**src/rtl/rvm_ddr3_pkg.sv**
```systemverilog
// rtl/rvm_ddr3_pkg.sv - shared state encoding, DDR3 app-interface widths and lane helper
package rvm_ddr3_pkg;

    typedef enum logic [2:0] {
        ST_IDLE,
        ST_WR,
        ST_RD_CMD,
        ST_RD_WAIT,
        ST_RESP
    } state_e;

    localparam logic [2:0] DDR_CMD_WRITE = 3'b000;
    localparam logic [2:0] DDR_CMD_READ  = 3'b001;

    localparam int APP_ADDR_W = 28;
    localparam int APP_DATA_W = 128;
    localparam int APP_MASK_W = 16;

    // Byte enables of one 32-bit word placed into its lane of the 128-bit burst.
    function automatic logic [APP_MASK_W-1:0] lane_be(input logic [1:0] lane, input logic [3:0] be);
        return {12'b0, be} << {lane, 2'b00};
    endfunction

endpackage

```
**src/rtl/rvm_ddr3_line_buf.sv**
```systemverilog
// rtl/rvm_ddr3_line_buf.sv - single-entry 128-bit line buffer with tag compare and byte merge
module rvm_ddr3_line_buf
    import rvm_ddr3_pkg::*;
(
    input  logic                  clk,
    input  logic                  rst,
    input  logic                  clr_i,
    input  logic [23:0]           tag_i,
    output logic                  hit_o,
    output logic [APP_DATA_W-1:0] line_o,
    input  logic                  fill_i,
    input  logic [23:0]           fill_tag_i,
    input  logic [APP_DATA_W-1:0] fill_data_i,
    input  logic                  wr_i,
    input  logic [APP_DATA_W-1:0] wr_data_i,
    input  logic [APP_MASK_W-1:0] wr_be_i
);

    logic                  valid_q;
    logic [23:0]           tag_q;
    logic [APP_DATA_W-1:0] data_q;
    logic [APP_DATA_W-1:0] merged_d;

    assign hit_o  = valid_q & (tag_q == tag_i);
    assign line_o = data_q;

    always_comb begin
        merged_d = data_q;
        for (int i = 0; i < APP_MASK_W; i++) begin
            if (wr_be_i[i]) merged_d[i*8 +: 8] = wr_data_i[i*8 +: 8];
        end
    end

    always_ff @(posedge clk) begin
        if (rst || clr_i) begin
            valid_q <= 1'b0;
        end else if (fill_i) begin
            valid_q <= 1'b1;
            tag_q   <= fill_tag_i;
            data_q  <= fill_data_i;
        end else if (wr_i && hit_o) begin
            data_q  <= merged_d;
        end
    end

endmodule

```
**src/rtl/rvm_ddr3_bridge.sv**
```systemverilog
// rtl/rvm_ddr3_bridge.sv - rvm_core word port to DDR3 app-interface bridge
// Optional single-line read buffer enabled by RVM_DDR3_LINE_BUF_EN.
module rvm_ddr3_bridge
    import rvm_ddr3_pkg::*;
#(
    parameter int MEM_BYTES_LOG2 = 28,
    parameter int RD_TIMEOUT     = 1023
) (
    input  logic                  clk,
    input  logic                  rst,
    input  logic [31:0]           mem_addr,
    input  logic [31:0]           mem_wdata,
    input  logic                  mem_c_en,
    input  logic                  mem_w_en,
    input  logic [3:0]            mem_b_en,
    output logic [31:0]           mem_rdata,
    output logic                  mem_error,
    output logic                  mem_stall,
    input  logic                  init_calib_complete,
    output logic [APP_ADDR_W-1:0] app_addr,
    output logic [2:0]            app_cmd,
    output logic                  app_en,
    input  logic                  app_rdy,
    output logic [APP_DATA_W-1:0] app_wdf_data,
    output logic [APP_MASK_W-1:0] app_wdf_mask,
    output logic                  app_wdf_wren,
    output logic                  app_wdf_end,
    input  logic                  app_wdf_rdy,
    input  logic [APP_DATA_W-1:0] app_rd_data,
    input  logic                  app_rd_data_valid
);

    localparam int               CNT_W    = $clog2(RD_TIMEOUT + 1);
    localparam logic [CNT_W-1:0] CNT_LAST = CNT_W'(RD_TIMEOUT - 1);

    state_e           state_q;
    logic [25:0]      addr_q;       // mem_addr[27:2]
    logic [31:0]      wdata_q;
    logic [31:0]      rdata_q;
    logic [3:0]       be_q;
    logic             app_en_q, wdf_wren_q, mem_error_q;
    logic             cmd_done_q, dat_done_q;
    logic             cmd_done_d, dat_done_d;
    logic [CNT_W-1:0] cnt_q;
    logic [1:0]       lane;
    logic             req, bad_addr, rd_hit;
    logic [31:0]      hit_word;

    assign lane     = addr_q[1:0];
    assign req      = mem_c_en & init_calib_complete;
    assign bad_addr = ((mem_addr >> MEM_BYTES_LOG2) != 32'd0) || (mem_addr[1:0] != 2'b00);

    assign app_addr     = {1'b0, addr_q[25:2], 3'b000};
    assign app_cmd      = (state_q == ST_WR) ? DDR_CMD_WRITE : DDR_CMD_READ;
    assign app_en       = app_en_q;
    assign app_wdf_data = {4{wdata_q}};
    assign app_wdf_mask = ~lane_be(lane, be_q);
    assign app_wdf_wren = wdf_wren_q;
    assign app_wdf_end  = wdf_wren_q;
    assign mem_rdata    = rdata_q;
    assign mem_error    = mem_error_q;
    assign mem_stall    = mem_c_en & (state_q != ST_RESP);

    // Command and data handshakes complete independently, possibly in the same cycle.
    always_comb begin
        cmd_done_d = cmd_done_q | (app_en_q & app_rdy);
        dat_done_d = dat_done_q | (wdf_wren_q & app_wdf_rdy);
    end

`ifdef RVM_DDR3_LINE_BUF_EN
    logic                  lb_hit, lb_clr, lb_fill, lb_wr;
    logic [APP_DATA_W-1:0] lb_line;

    assign lb_wr   = (state_q == ST_IDLE) & req & ~bad_addr & mem_w_en;
    assign lb_fill = (state_q == ST_RD_WAIT) & app_rd_data_valid;
    assign lb_clr  = ((state_q == ST_IDLE) & req & bad_addr)
                   | ((state_q == ST_RD_WAIT) & ~app_rd_data_valid & (cnt_q == CNT_LAST));

    rvm_ddr3_line_buf u_line_buf (
        .clk         (clk),
        .rst         (rst),
        .clr_i       (lb_clr),
        .tag_i       (mem_addr[27:4]),
        .hit_o       (lb_hit),
        .line_o      (lb_line),
        .fill_i      (lb_fill),
        .fill_tag_i  (addr_q[25:2]),
        .fill_data_i (app_rd_data),
        .wr_i        (lb_wr),
        .wr_data_i   ({4{mem_wdata}}),
        .wr_be_i     (lane_be(mem_addr[3:2], mem_b_en))
    );

    assign rd_hit   = lb_hit & ~mem_w_en;
    assign hit_word = lb_line[{mem_addr[3:2], 5'b00000} +: 32];
`else
    assign rd_hit   = 1'b0;
    assign hit_word = 32'd0;
`endif

    always_ff @(posedge clk) begin
        if (rst) begin
            state_q     <= ST_IDLE;
            app_en_q    <= 1'b0;
            wdf_wren_q  <= 1'b0;
            mem_error_q <= 1'b0;
            rdata_q     <= 32'd0;
            cmd_done_q  <= 1'b0;
            dat_done_q  <= 1'b0;
            cnt_q       <= '0;
            addr_q      <= '0;
            wdata_q     <= '0;
            be_q        <= '0;
        end else begin
            mem_error_q <= 1'b0;
            case (state_q)
                ST_IDLE: begin
                    if (req) begin
                        addr_q     <= mem_addr[27:2];
                        wdata_q    <= mem_wdata;
                        be_q       <= mem_b_en;
                        cmd_done_q <= 1'b0;
                        dat_done_q <= 1'b0;
                        cnt_q      <= '0;
                        if (bad_addr) begin
                            state_q     <= ST_RESP;
                            mem_error_q <= 1'b1;
                        end else if (rd_hit) begin
                            state_q <= ST_RESP;
                            rdata_q <= hit_word;
                        end else if (mem_w_en) begin
                            state_q    <= ST_WR;
                            app_en_q   <= 1'b1;
                            wdf_wren_q <= 1'b1;
                        end else begin
                            state_q  <= ST_RD_CMD;
                            app_en_q <= 1'b1;
                        end
                    end
                end
                ST_WR: begin
                    cmd_done_q <= cmd_done_d;
                    dat_done_q <= dat_done_d;
                    app_en_q   <= ~cmd_done_d;
                    wdf_wren_q <= ~dat_done_d;
                    if (cmd_done_d && dat_done_d) state_q <= ST_RESP;
                end
                ST_RD_CMD: begin
                    if (app_rdy) begin
                        app_en_q <= 1'b0;
                        state_q  <= ST_RD_WAIT;
                    end
                end
                ST_RD_WAIT: begin
                    if (app_rd_data_valid) begin
                        rdata_q <= app_rd_data[{lane, 5'b00000} +: 32];
                        state_q <= ST_RESP;
                    end else if (cnt_q == CNT_LAST) begin
                        mem_error_q <= 1'b1;
                        state_q     <= ST_RESP;
                    end else begin
                        cnt_q <= cnt_q + 1'b1;
                    end
                end
                ST_RESP: state_q <= ST_IDLE;
                default: state_q <= ST_IDLE;
            endcase
        end
    end

endmodule
```
**config.mk**
```make
export PLATFORM = sky130hd
export DESIGN_NAME = rvm_ddr3_bridge
export DESIGN_NICKNAME = d
export VERILOG_FILES = /design/src/rtl/rvm_ddr3_pkg.sv /design/src/rtl/rvm_ddr3_line_buf.sv /design/src/rtl/rvm_ddr3_bridge.sv
export SDC_FILE = /design/constraint.sdc
export NUM_CORES = 1
export LEC_CHECK = 0
export ABC_AREA = 0
export CAP_MARGIN = 20
export CORE_AREA = 4 4 161 163
export CTS_BUF_LIST = sky130_fd_sc_hd__clkbuf_2 sky130_fd_sc_hd__clkbuf_4 sky130_fd_sc_hd__clkbuf_8
export DETAILED_ROUTE_END_ITERATION = 7
export DIE_AREA = 0 0 165 167
export RECOVER_POWER = 50
export SLEW_MARGIN = 0
export SYNTH_ARGS = -nofsm -noshare
export SYNTH_HDL_FRONTEND = slang
export SYNTH_SLANG_ARGS = --single-unit
```
**constraint.sdc**
```tcl
create_clock -name clk -period 3.9 [get_ports clk]
set_input_delay 0.78 -clock clk [delete_from_list [all_inputs] [get_ports clk]]
set_output_delay 0.78 -clock clk [all_outputs]
set_load 0.01 [all_outputs]
```
## Word level (Yosys, flattened, before mapping)

Index checks and enable logic that the tools add are counted.

- Add/sub/neg operators: 1
- Equality and inequality tests: 13
- Shift operators: 2
- Mux-type cells: 29
- Bitwise logic cells: 9
- Reduce and logical (&&, ||, !) cells: 15

Operators with widths:

| operator | number |
|---|---|
| $shiftx A128 B8 Y32 | 1 |
| $reduce_bool A32 Y1 | 1 |
| $mux W10 | 3 |
| $pmux W10 S2 | 1 |
| $mux W3 | 6 |
| $not A16 Y16 | 1 |
| $reduce_and A4 Y1 | 4 |
| $shl A4 B4 Y16 | 1 |
| $mux W1 | 12 |
| $ne A2 B2 Y1 const B | 6 |
| $pmux W3 S4 | 1 |
| $add A10 B1 Y10 const B | 1 |
| $eq A10 B10 Y1 const B | 1 |
| $pmux W1 S2 | 4 |
| $eq A3 B2 Y1 const B | 2 |
| $ne A3 B3 Y1 const B | 2 |
| $reduce_and A2 Y1 | 3 |
| $reduce_bool A2 Y1 | 3 |
| $and A1 B1 Y1 | 4 |
| $eq A3 B1 Y1 const B | 1 |
| $logic_not A3 Y1 | 1 |
| $pmux W1 S3 | 1 |
| $reduce_bool A3 Y1 | 1 |
| $mux W2 | 1 |
| other kinds (5) | 7 |

- Flip-flop bits (word level): 112
- Bits of input ports: 204

## Depth between registers and ports, before layout

- Depth after elaboration: 5
- Depth in mapped cells: 7

## Worst setup path before layout

Ideal clock, no wire load.

- Kind: flip-flop to output port
- Start: register addr_q[0]
- End: output app_wdf_mask[4]
- Arrival: 1356 ps
- Data required time: 3120 ps
- Slack: 1764 ps
- Cell stages (with the launch flop): 6
- Path buffers: 3
- Cells stage by stage: dfxtp_1 buf_2 buf_2 clkbuf_1 nor2b_1 nand2_1

- Word-level cells in the longest chain between the ends: 2

Ends and longest elaborated chain:

| element | line | text |
|---|---|---|
| start, declared | rvm_ddr3_bridge.sv:37 | `logic [25:0] addr_q;` |
| start signal, assigned | rvm_ddr3_bridge.sv:119 | `addr_q <= mem_addr[27:2];` |
| $shl A4 B4 Y16 | rvm_ddr3_pkg.sv:21 | `return {12'b0, be} << {lane, 2'b00};` |
| $not A16 Y16 | rvm_ddr3_bridge.sv:57 | `assign app_wdf_mask = ~lane_be(lane, be_q);` |
| end, declared | rvm_ddr3_bridge.sv:25 | `output logic [APP_MASK_W-1:0] app_wdf_mask,` |

Every way passes these cells.

## Worst setup path after layout

- Start: input mem_c_en
- End: register addr_q[11]

- Word-level cells in the longest chain between the ends: 2

Ends and longest elaborated chain:

| element | line | text |
|---|---|---|
| start, declared | rvm_ddr3_bridge.sv:13 | `input logic mem_c_en,` |
| $and A1 B1 Y1 | rvm_ddr3_bridge.sv:50 | `assign req = mem_c_en & init_calib_complete;` |
| $reduce_and A2 Y1 (no line) | -- |  |

Every way passes these cells.
A chain may end at the register's enable or synchronous reset.

==> run summary <==
The clock latency reported for the late side of the worst-skew pair came out at 0.39 ns. After routing the design area is 9660 µm². The delay of the slowest cell on the worst path came out at 1.13 ns. The area growth from synthesis to layout is 59.8%.

The run gives 9 as the number of buffers created by CTS. The share of the synthesized area in the top cell type was 37.1%; the worst slew margin relative to its limit was -0.346%. STA puts the critical path data arrival time at 3.31 ns. The final weighted congestion in routability-driven placement is 0.782, and the overall fraction of global-route tracks in use is 14.5%. The final routed DRC violation total came out at 0.

The logs give 2 for the maximum buffer depth of the clock tree and 1 for the number of max-capacitance violations reported. The startpoint identified for the worst hold timing path is addr_q[11]$_SDFFE_PP0P_. The leading area contributor after synthesis was sky130_fd_sc_hd__dfxtp_1. Clock transition at the registers of the reported paths: 0.09 ns. The tools report the post-CTS setup-driven buffer insertion count as 0. Critical setup path kind: input port to flop. Yosys mapped the design onto 46 distinct sky130hd cell types.

For the die footprint, the log shows 27600 µm². The switching share of power came out at 26.6%. During placement, the flow inserted port buffers numbering 409. A synthesized cell averages 8.36 µm². The layout has 2493 filler cells. Dividing the detail-routed wire length by the instance count gives 15.9 µm. The run finished, with violations left.

In the synthesized netlist the dominant register cell turns out to be sky130_fd_sc_hd__dfxtp_1. Number of rows in the core area: 57. Combinational cells account for 23.1% of the total power.

The H-tree generated during clock tree synthesis spans 3 levels. The tools report the number of nets with antenna violations after detailed routing as 0. The number of iterations in the first detailed-routing pass is 4, and the yosys synthesis warning count is 0.

Synthesis produced a netlist whose cell count is 723. After detailed placement, the total cell area comes to 9520 µm². The internal power of the cells totals 1.82 mW. The largest net degree at the start of global routing was 65; the via count of the routed design was 5791.

During I/O placement, the number of pins put on the boundary was 416. Measured along the y axis, the die boundary spans 167 µm. The destination of the worst hold path is addr_q[11]$_SDFFE_PP0P_. After synthesis the cells add up to 6040 µm². In this run, post-CTS hold repair placed 0 buffers.

The run gives 0 as the remaining global-route overflow. Counting every sink on the clock net gives 112. The portion of the clock cycle consumed by the worst path in the final layout came out at 76.9%. Transition at the pin with the smallest max-transition slack: 1.51 ns. IR analysis of the VDD net gives a maximum drop of 0.000123 V. The fraction of final layout cells sized beyond drive strength 1 is 6.06%. Once the clock tree was built, the resizer swapped 0 gates to a different size. The leakage power was 3.54 nW; the first-pass GRT wire length was 31.5 mm.

Setup slack on the worst reg-to-reg path comes out at 1.26 ns. The worst setup path is launched from an input port. The routed design could run at a clock period as short as 3.00 ns. Yosys attributes the largest share of cell area to sky130_fd_sc_hd__dfxtp_1, sky130_fd_sc_hd__buf_4, sky130_fd_sc_hd__nand2_1. The slowest cell on the critical path was sky130_fd_sc_hd__clkbuf_1. The tools report the number of global-route vias before repair as 5771.

Overall die width: 165 µm. For the standard cell core area, the log shows 24300 µm². The signal on the critical path passes through dlygate4sd3_1, nand2_1, nor4_1, clkbuf_1, nand2_1, a21oi_1.

The max-slew violation count was 34. The number of flops mapped to enable cells by yosys is 0, and the final setup TNS is 0 ns. Wires add up to 20.9 mm.

Of all flip-flops after synthesis, the portion carrying an async set or reset was 0%. The final reports fail on capacitance limit, slew limit. The clock tree root buffer cell was sky130_fd_sc_hd__clkbuf_8. In the final design database the tool counted 1191 nets.

The detailed placer's ending HPWL came out at 16.8 mm. The net load switching power came out at 0.661 mW. The number of antenna violations at the first check in global routing came out at 2.

Setup repair after global routing left no endpoint under its margin. The largest fanout of any net on the critical path was 34. STA classifies the critical path endpoint as a flop. Timing would allow up to 333 MHz. For this run, the register share of the synthesized area comes to 37.1%.

Required time of the worst setup path: 4.21 ns. On the final layout, the worst clock skew is 0.0193 ns. Sequential cells burn 48.9% of the power.

The synthesized design contains 112 register bits. The share of total power dissipated in the clock network is 28.0%. The run gives 0 as the number of setup violations in the final report. The power density normalized to cell area was 257 nW/µm²; the count of cells along the worst register-to-register path was 6. TritonCTS built the clock tree.

For the starting utilization of the core area, the log shows 24.9%. The worst flop-to-flop path startpoint is state_q[1]$_SDFFE_PP0P_. In this run the critical register-to-register path is captured at mem_rdata[30]$_SDFFE_PP0P_. After detailed routing, the number of vias per cell comes to 4.40. The most prevalent standard cell on the critical path was sky130_fd_sc_hd__nand2_1. The path class of the tightest hold or removal check is flop to flop. The number of hold-slack violations in the final timing report was 0; the number of cells on the worst hold path was 2. For this block, the initial DRC count from the detailed router was 232.
-- sequential cells by signal (all words and copies together) (netlist names), 3 cells and up --
| name | flops |
|---|---|
| addr_q | 26 |
| be_q | 4 |
| cnt_q | 10 |
| mem_rdata | 32 |
| state_q | 3 |
| wdata_q | 32 |
-- through the flow --
| stage | std cells | worst slack, ns | hold slack [ns] | total power, mW | utilization, % |
|---|---|---|---|---|---|
| after global placement | 1297 | 1.09 | 0.441 | 1.84 | 39.0 |
| final | 1316 | 0.901 | 0.455 | 2.48 | 39.7 |
| after CTS | 1314 | 0.916 | 0.461 | 2.56 | 39.9 |
| after floorplan | 728 | 1.76 | 0.437 | 1.52 | - |
| after global routing | 1316 | 0.552 | 0.476 | 2.62 | 39.7 |
| after detailed placement | 1298 | 1.09 | 0.446 | 1.84 | 39.2 |
-- cell usage after synthesis (2+ instances only) --
cell type / n
sky130_fd_sc_hd__nand2_1: 208
sky130_fd_sc_hd__buf_4: 127
sky130_fd_sc_hd__dfxtp_1: 112
sky130_fd_sc_hd__a21oi_1: 103
sky130_fd_sc_hd__mux4_2: 32
sky130_fd_sc_hd__clkbuf_1: 31
sky130_fd_sc_hd__nor2_1: 19
sky130_fd_sc_hd__buf_2: 14
sky130_fd_sc_hd__nand3_1: 10
sky130_fd_sc_hd__o21ai_0: 5
sky130_fd_sc_hd__and3_1: 4
sky130_fd_sc_hd__nor2b_1: 4
sky130_fd_sc_hd__xor2_1: 4
sky130_fd_sc_hd__and2_1: 3
sky130_fd_sc_hd__inv_1: 3
sky130_fd_sc_hd__nand3b_1: 3
sky130_fd_sc_hd__or4_1: 3
sky130_fd_sc_hd__a21o_1: 2
sky130_fd_sc_hd__a31oi_1: 2
sky130_fd_sc_hd__a32oi_1: 2
sky130_fd_sc_hd__and4_1: 2
sky130_fd_sc_hd__ha_1: 2
sky130_fd_sc_hd__nand4_1: 2
sky130_fd_sc_hd__nand4bb_1: 2
sky130_fd_sc_hd__nor4_1: 2
sky130_fd_sc_hd__or3_1: 2
-- worst max-delay path: cells and delay by family --
family	cells	cell delay (ns)
compound gates	1	0.17
buf+inv	2	1.69
simple gates	3	0.65
-- cells by family (layout without fill, tap and decap cells) --
kind of cell / after synthesis / count (layout) / synth area share [%]
DFF: 112 / 112 / 37.1
muxes: 33 / 33 / 12.1
buffers and inverters: 176 / 438 / 19.1
and+or+nand+nor: 271 / 271 / 19.3
AOI/OAI and AO/OA: 123 / 123 / 11.2
adders and majority gates: 2 / 2 / 0.414
xor gates and xnor gates: 5 / 5 / 0.724
other: 1 / 8 / 0.0620
-- per-layer routing --
| metal | track usage (%) | part of all wire [%] |
|---|---|---|
| met1 | 15.0 | 34 |
| met2 | 27.9 | 54 |
| met3 | 2.97 | 9.0 |
| met4 | 6.00 | 2.6 |
| met5 | 0 | 0 |
-- worst max-delay path by stage --
stage	start	to	slack, ns	cells past startpoint
global route	mem_c_en	addr_q[11]$_SDFFE_PP0P_	0.55	6
CTS	addr_q[0]$_SDFFE_PP0P_	app_wdf_mask[11]	0.92	3
global placement	mem_c_en	mem_stall	1.09	3
floorplan	addr_q[0]$_SDFFE_PP0P_	app_wdf_mask[4]	1.76	5
detailed placement	mem_c_en	mem_stall	1.09	3
finish	mem_c_en	addr_q[11]$_SDFFE_PP0P_	0.90	6
-- final cells by class --
| class | count | area (µm²) | area share [%] |
|---|---|---|---|
| clock inverter | 4 | 35.0 | 0.363 |
| antenna | 2 | 5.00 | 0.0518 |
| tap | 324 | 405 | 4.20 |
| timing repair buffer | 418 | 4170 | 43.1 |
| multi-input combinational | 440 | 2640 | 27.3 |
| clock buffer | 12 | 153 | 1.58 |
| sequential | 112 | 2240 | 23.2 |
| inverter | 4 | 15.0 | 0.155 |
-- power by group through the flow --
| stage | clock network, mW | registers (mW) | logic [mW] |
|---|---|---|---|
| 6_report | 0.695 | 1.21 | 0.575 |
| 5_1_grt | 0.775 | 1.22 | 0.622 |
| 4_1_cts | 0.742 | 1.22 | 0.598 |
| 3_5_place_dp | 0 | 1.24 | 0.597 |
| 3_3_place_gp | 0 | 1.24 | 0.594 |
| 2_1_floorplan | 0 | 1.24 | 0.283 |
-- layout by cell type (no fill, tap or decap), drive strengths merged, types with 3 or more instances in the layout --
| master | netlist | routed |
|---|---|---|
| a21oi | 104 | 104 |
| and2 | 3 | 3 |
| and3 | 4 | 4 |
| buf | 141 | 7 |
| clkbuf | 31 | 15 |
| clkdlybuf4s50 | 0 | 321 |
| conb | 1 | 6 |
| dfxtp | 112 | 112 |
| dlygate4sd3 | 0 | 87 |
| inv | 4 | 7 |
| mux4 | 32 | 32 |
| nand2 | 209 | 209 |
| nand3 | 10 | 10 |
| nand3b | 3 | 3 |
| nor2 | 19 | 19 |
| nor2b | 4 | 4 |
| nor4 | 3 | 3 |
| o21ai | 5 | 5 |
| or4 | 3 | 3 |
| xor2 | 4 | 4 |
(Power assumes the default switching activity.)
